### src/rtl/arm_pkg.sv
// Shared definitions for the ARM pipeline: EXE command codes and status bit indices.
// Used by the control unit, the EXE stage and the ID-stage condition checker.
package arm_pkg;

    // Execute-stage command codes
    localparam logic [3:0] EXE_MOV = 4'b0001;
    localparam logic [3:0] EXE_MVN = 4'b1001;
    localparam logic [3:0] EXE_ADD = 4'b0010;
    localparam logic [3:0] EXE_ADC = 4'b0011;
    localparam logic [3:0] EXE_SUB = 4'b0100;
    localparam logic [3:0] EXE_SBC = 4'b0101;
    localparam logic [3:0] EXE_AND = 4'b0110;
    localparam logic [3:0] EXE_ORR = 4'b0111;
    localparam logic [3:0] EXE_EOR = 4'b1000;

    // Bit positions inside the {N,Z,C,V} status word
    localparam int STATUS_N = 3;
    localparam int STATUS_Z = 2;
    localparam int STATUS_C = 1;
    localparam int STATUS_V = 0;

    // True for every command the ALU implements
    function automatic logic is_legal_cmd(input logic [3:0] cmd);
        logic legal;
        case (cmd)
            EXE_MOV, EXE_MVN, EXE_ADD, EXE_ADC, EXE_SUB,
            EXE_SBC, EXE_AND, EXE_ORR, EXE_EOR: legal = 1'b1;
            default:                            legal = 1'b0;
        endcase
        return legal;
    endfunction

endpackage

### src/rtl/exe_alu.sv
// Combinational EXE-stage ALU: result plus next {N,Z,C,V}.
// C and V pass through unchanged for logical/move commands; the incoming
// flags always come from the registered status, never from this result.
module exe_alu
    import arm_pkg::*;
#(
    parameter int DATA_W = 32
) (
    input  logic [3:0]        i_cmd,
    input  logic [DATA_W-1:0] i_op1,
    input  logic [DATA_W-1:0] i_op2,
    input  logic              i_c,
    input  logic              i_v,
    output logic [DATA_W-1:0] o_res,
    output logic [3:0]        o_nzcv,
    output logic              o_legal
);

    logic [DATA_W:0]   w_sum;
    logic [DATA_W-1:0] w_b;
    logic              w_cin;
    logic              w_arith;
    logic              w_c;
    logic              w_v;

    // Operand conditioning: subtraction is op1 + ~op2 + carry-in (NOT borrow)
    always_comb begin
        w_b     = i_op2;
        w_cin   = 1'b0;
        w_arith = 1'b0;
        case (i_cmd)
            EXE_ADD: begin w_b = i_op2;  w_cin = 1'b0; w_arith = 1'b1; end
            EXE_ADC: begin w_b = i_op2;  w_cin = i_c;  w_arith = 1'b1; end
            EXE_SUB: begin w_b = ~i_op2; w_cin = 1'b1; w_arith = 1'b1; end
            EXE_SBC: begin w_b = ~i_op2; w_cin = i_c;  w_arith = 1'b1; end
            default: begin w_b = i_op2;  w_cin = 1'b0; w_arith = 1'b0; end
        endcase
    end

    assign w_sum = {1'b0, i_op1} + {1'b0, w_b} + {{DATA_W{1'b0}}, w_cin};

    // Result selection and carry/overflow generation
    always_comb begin
        o_res = '0;
        w_c   = i_c;
        w_v   = i_v;
        case (i_cmd)
            EXE_MOV: o_res = i_op2;
            EXE_MVN: o_res = ~i_op2;
            EXE_AND: o_res = i_op1 & i_op2;
            EXE_ORR: o_res = i_op1 | i_op2;
            EXE_EOR: o_res = i_op1 ^ i_op2;
            EXE_ADD, EXE_ADC, EXE_SUB, EXE_SBC: begin
                o_res = w_sum[DATA_W-1:0];
                w_c   = w_sum[DATA_W];
                // Same-sign addends producing a different-sign sum; for
                // subtraction the addend is ~op2, which covers the SUB rule.
                w_v   = (i_op1[DATA_W-1] == w_b[DATA_W-1]) &&
                        (w_sum[DATA_W-1] != i_op1[DATA_W-1]);
            end
            default: o_res = '0;
        endcase
        if (!w_arith) begin
            w_c = i_c;
            w_v = i_v;
        end else begin
            w_c = w_c;
            w_v = w_v;
        end
    end

    // Pack flags into the shared status layout
    always_comb begin
        o_nzcv           = 4'b0000;
        o_nzcv[STATUS_N] = o_res[DATA_W-1];
        o_nzcv[STATUS_Z] = (o_res == {DATA_W{1'b0}});
        o_nzcv[STATUS_C] = w_c;
        o_nzcv[STATUS_V] = w_v;
    end

    assign o_legal = is_legal_cmd(i_cmd);

endmodule

### src/rtl/exe_alu_status.sv
// EXE stage of the 5-stage ARM pipeline: ALU, EXE/MEM result/valid registers
// and the {N,Z,C,V} status register read by the ID-stage condition checker.
// Stall freezes every register; flush kills the incoming instruction.
module exe_alu_status
    import arm_pkg::*;
#(
    parameter int DATA_W = 32,
    parameter int CMD_W  = 4
) (
    input  logic              clk,
    input  logic              rst_n,
    input  logic              valid_i,
    input  logic [CMD_W-1:0]  exe_cmd_i,
    input  logic              s_i,
    input  logic [DATA_W-1:0] op1_i,
    input  logic [DATA_W-1:0] op2_i,
    input  logic              stall_i,
    input  logic              flush_i,
    output logic [DATA_W-1:0] alu_res_o,
    output logic              valid_o,
    output logic [3:0]        status_o
);

    logic [DATA_W-1:0] r_alu_res;
    logic              r_valid;
    logic [3:0]        r_status;

    logic [DATA_W-1:0] w_res;
    logic [3:0]        w_nzcv;
    logic              w_legal;
    logic              w_flag_upd;

    exe_alu #(
        .DATA_W (DATA_W)
    ) u_exe_alu (
        .i_cmd   (exe_cmd_i[3:0]),
        .i_op1   (op1_i),
        .i_op2   (op2_i),
        .i_c     (r_status[STATUS_C]),
        .i_v     (r_status[STATUS_V]),
        .o_res   (w_res),
        .o_nzcv  (w_nzcv),
        .o_legal (w_legal)
    );

    assign w_flag_upd = valid_i & s_i & w_legal;

    // Pipeline registers with stall > flush > normal priority
    always_ff @(posedge clk or negedge rst_n) begin
        if (!rst_n) begin
            r_alu_res <= '0;
            r_valid   <= 1'b0;
            r_status  <= 4'b0000;
        end else if (stall_i) begin
            r_alu_res <= r_alu_res;
            r_valid   <= r_valid;
            r_status  <= r_status;
        end else if (flush_i) begin
            r_alu_res <= '0;
            r_valid   <= 1'b0;
            r_status  <= r_status;
        end else begin
            r_alu_res <= w_res;
            r_valid   <= valid_i;
            if (w_flag_upd) begin
                r_status <= w_nzcv;
            end else begin
                r_status <= r_status;
            end
        end
    end

    assign alu_res_o = r_alu_res;
    assign valid_o   = r_valid;
    assign status_o  = r_status;

endmodule

### config.mk
export PLATFORM = sky130hd
export DESIGN_NAME = exe_alu_status
export DESIGN_NICKNAME = d
export VERILOG_FILES = /design/src/rtl/arm_pkg.sv /design/src/rtl/exe_alu.sv /design/src/rtl/exe_alu_status.sv
export SDC_FILE = /design/constraint.sdc
export NUM_CORES = 1
export LEC_CHECK = 0
export CAP_MARGIN = 25
export CORE_ASPECT_RATIO = 0.5
export CORE_MARGIN = 2
export CORE_UTILIZATION = 40
export CTS_CLUSTER_SIZE = 16
export DETAILED_ROUTE_END_ITERATION = 10
export DONT_BUFFER_PORTS = 1
export GPL_ROUTABILITY_DRIVEN = 0
export PLACE_DENSITY = 0.63
export SETUP_SLACK_MARGIN = 0.05
export SYNTH_ARGS = -nofsm -noshare
export SYNTH_HDL_FRONTEND = slang
export SYNTH_SLANG_ARGS = --single-unit
### constraint.sdc
create_clock -name clk -period 5.37 [get_ports clk]
set_clock_uncertainty 0.1 [all_clocks]
set_input_delay 1.074 -clock clk [delete_from_list [all_inputs] [get_ports clk]]
set_output_delay 1.074 -clock clk [all_outputs]
set_load 0.02 [all_outputs]
==> results of run 1 <==
==> worst max path at each step <==
| stage | start | endpoint | slack, ns | cells past startpoint |
|---|---|---|---|---|
| floorplan | exe_cmd_i[3] | status_o[2]$_DFFE_PN0P_ | 0.05 | 20 |
| global placement | exe_cmd_i[1] | status_o[2]$_DFFE_PN0P_ | 0.32 | 14 |
| detailed placement | exe_cmd_i[1] | status_o[2]$_DFFE_PN0P_ | 0.27 | 16 |
| CTS | exe_cmd_i[1] | status_o[2]$_DFFE_PN0P_ | 0.52 | 16 |
| global route | exe_cmd_i[1] | status_o[2]$_DFFE_PN0P_ | 0.17 | 14 |
| finish | exe_cmd_i[3] | status_o[2]$_DFFE_PN0P_ | 0.43 | 14 |
==> stage by stage <==
| step | utilization | worst slack [ns] | hold WS (ns) | instance area, um^2 | std cells |
|---|---|---|---|---|---|
| 6_report | 0.437 | 0.427 | 0.387 | 6430 | 956 |
| 5_1_grt | 0.437 | 0.169 | 0.373 | 6430 | 956 |
| 4_1_cts | 0.437 | 0.521 | 0.381 | 6430 | 956 |
| 3_5_place_dp | 0.424 | 0.269 | 0.513 | 6240 | 948 |
| 3_3_place_gp | 0.424 | 0.323 | 0.508 | 6240 | 948 |
| 2_1_floorplan | - | 0.0540 | 0.349 | 6130 | 789 |
==> cell families (layout without fill, tap and decap cells) <==
kind of cell             Yosys count  count (layout)
AO/OA/AOI/OAI                    253             253
AND/OR/NAND/NOR                  187             187
buffers and inverters            129              98
adder cells (fa/ha/maj)           97              97
XOR/XNOR                          81              81
flip-flops                        37              37
multiplexers                       5               5
==> state kept, by name, summed over array words and instances, names as in the netlist <==
| register | count |
|---|---|
| alu_res_o | 32 |
| valid_o | 1 |
| status_o | 4 |
==> cells in the mapped netlist (8+ instances only) <==
master,instances,area [um^2]
a22o_1,21,184
a21oi_1,54,270
buf_2,11,55.1
o21ai_0,51,255
xor2_1,39,342
clkbuf_1,27,101
a22oi_1,18,135
nor3_1,9,45.0
dfrtp_1,37,926
nand2_1,58,218
ha_1,95,1190
inv_1,78,293
o22ai_1,17,106
a21o_1,8,60.1
xnor2_1,41,359
a211oi_1,14,105
nor2_1,49,184
nand3_1,11,55.1
nand4_1,17,106
==> cell type report <==
cell class | instances | area [um^2] | area share
Tap cell | 198 | 248 | 0.0385
Timing Repair Buffer | 12 | 90.1 | 0.0140
Multi-Input combinational cell | 623 | 4680 | 0.728
Clock buffer | 5 | 125 | 0.0195
Sequential cell | 37 | 926 | 0.144
Inverter | 78 | 293 | 0.0455
Clock inverter | 3 | 65.1 | 0.0101
==> power by group through the flow <==
stage / Sequential, mW / Clock [mW] / Combinational, mW
floorplan: 0.366 / 0 / 0.475
global placement: 0.380 / 0 / 0.564
detailed placement: 0.380 / 0 / 0.572
CTS: 0.376 / 0.380 / 0.577
global route: 0.378 / 0.395 / 0.652
finish: 0.375 / 0.378 / 0.583
==> worst reg2reg max path: stages (launching register included) <==
cell       delay (ns)
dfrtp_1          0.53
nand3_1          0.16
o21ai_1          0.09
fa_1             0.43
inv_1            0.09
fa_1             0.21
nor2b_2          0.07
o2111ai_2        0.33
a31oi_2          0.18
a211oi_2         0.46
o21a_1           0.25
xnor2_1          0.07
a221oi_1         0.55
nand4b_1         0.16
or4_1            0.48
o21ai_1          0.14
==> routing by layer <==
metal	track usage	wire (um)	vias up
met2	0.383	8590	181
met5	0	0	-
met4	0.0203	94	0
met3	0.0486	1470	10
li1	-	-	2756
met1	0.303	8240	2707
==> flow_metrics.tcl, run 1 <==
set metrics [dict create \
    p_clk_frac 0.283 \
    track_usage 0.226 \
    path_class "in2reg" \
    ys_seq_area_frac 0.152 \
    portBuffers 0 \
    yosysUniqueCellTypes 72 \
    crit_slowest_cell "a221oi_1" \
    grt_max_degree 59 \
    ir_drop_mv 0.173 \
    avgSynthCellArea_um2 7.74 \
    end_kind "flip-flop" \
    syn_area_um2 6110 \
    worst_pin_slew_ns 0.991 \
    synthMuxAreaShare 0.00840 \
    dieArea_um2 16300 \
    area_growth_pct 5.22 \
    vias 5654 \
    async_reset_ff_frac 1.00 \
    crit_arrival_ns 5.05 \
    synthAdderAreaFrac 0.201 \
    max_cap_violations 0 \
    synth_edf_count 0 \
    hold_violations 0 \
    grt-ovfl-total 0 \
    status "finished, final reports clean" \
    ys_ff_latch 37 \
    worstReg2RegEnd "status_o[2]$_DFFE_PN0P_" \
    cp_max_fo 53 \
    p_int_mw 0.816 \
    drtIter0Drc 400 \
    avgViaCountPerCell 5.91 \
    p_leak_nw 2.93 \
    yosys_warnings 0 \
    wl_um 18400 \
    r2r_start "status_o[1]$_DFFE_PN0P_" \
    core_um2 14700 \
    synthFlopType "dfrtp_1" \
    die_y_um 91.4 \
    fillerInstances 1475 \
    detail-route-antenna-nets 0 \
    p_total_mw 1.34 \
    startpoint_type "primary input" \
    firstDrtPassIters 5 \
    drv_slew 0 \
    clkSinkCount 37 \
    synth_xor_area_frac 0.117 \
    synth_top_family_by_area "compound AO/OA/AOI/OAI gates" \
    critPathTopFamily "simple AND/OR/NAND/NOR gates" \
    relSlewSlack 0.337 \
    p_per_area_nw_per_um2 208 \
    initial_utilization 0.416 \
    final_nets 928 \
    clkTransAtPathRegs_ns 0.06 \
    rrSetupSlack_ns 0.98 \
    synth_fp_nets 960 \
    die_w_um 179 \
    htreeDepth 2 \
    cts_setup_buffers 0 \
    cts_resized 0 \
    critPathMaxStageDelay_ns 0.57 \
    routedWlPerCell_um 19.2 \
    drive_gt1_frac 0.0633 \
    antenna_found_initial 0 \
    tns_ns 0 \
    place_hpwl_um 14300 \
    diodes 0 \
    finalSetupViolCount 0 \
    r2r.worst_path.cells 15 \
    grt_pass1_wl_um 29400 \
    cts-root-buf "clkbuf_16" \
    cts_buffer_depth 2 \
    synth_compound_area_frac 0.287 \
    combPwrFrac 0.436 \
    postCtsHoldBufs 0 \
    cts_tree "built" \
    final_common_cell "ha_1" \
    fin_crit_sh 0.920 \
    critical_path_buf_inv_count 1 \
    max_freq_ghz 0.202 \
    numCtsBuffers 5 \
    drc 0 \
    worstPathCellList "nor3b_2 > buf_4 > xnor2_1 > ha_1 > a21oi_2 > a21boi_2 > a211oi_1 > nor3b_1 > nor2_1 > xor2_1 > a221oi_1 > nand4b_1 > or4_1 > o21ai_1" \
    synthSimpleGateAreaFrac 0.149 \
    clock_latency_ns 0.28 \
    min_period_ns 4.94 \
    switchingPower_mw 0.520 \
    layout_common_cells "ha_1 (95), inv_1 (78), nand2_1 (58)" \
    seqPwrFrac 0.281 \
    io_pins 111 \
    p_sw_frac 0.389 \
    crit_required_ns 5.48 \
    grt_pass1_vias 5464 \
    rows 31 \
    min_path_type "in2async" \
    synthCells 789 \
    rsz0062_at_grt "false" \
]
No activity file was read; power rests on OpenSTA's default activity.
==> run 2, diff against run 1 <==
- SKIP_LAST_GASP: unset -> 1
- TNS_END_PERCENT: unset -> 100
==> results of run 2 <==
The final DEF is identical to that of run 1; final timing and power are the same.
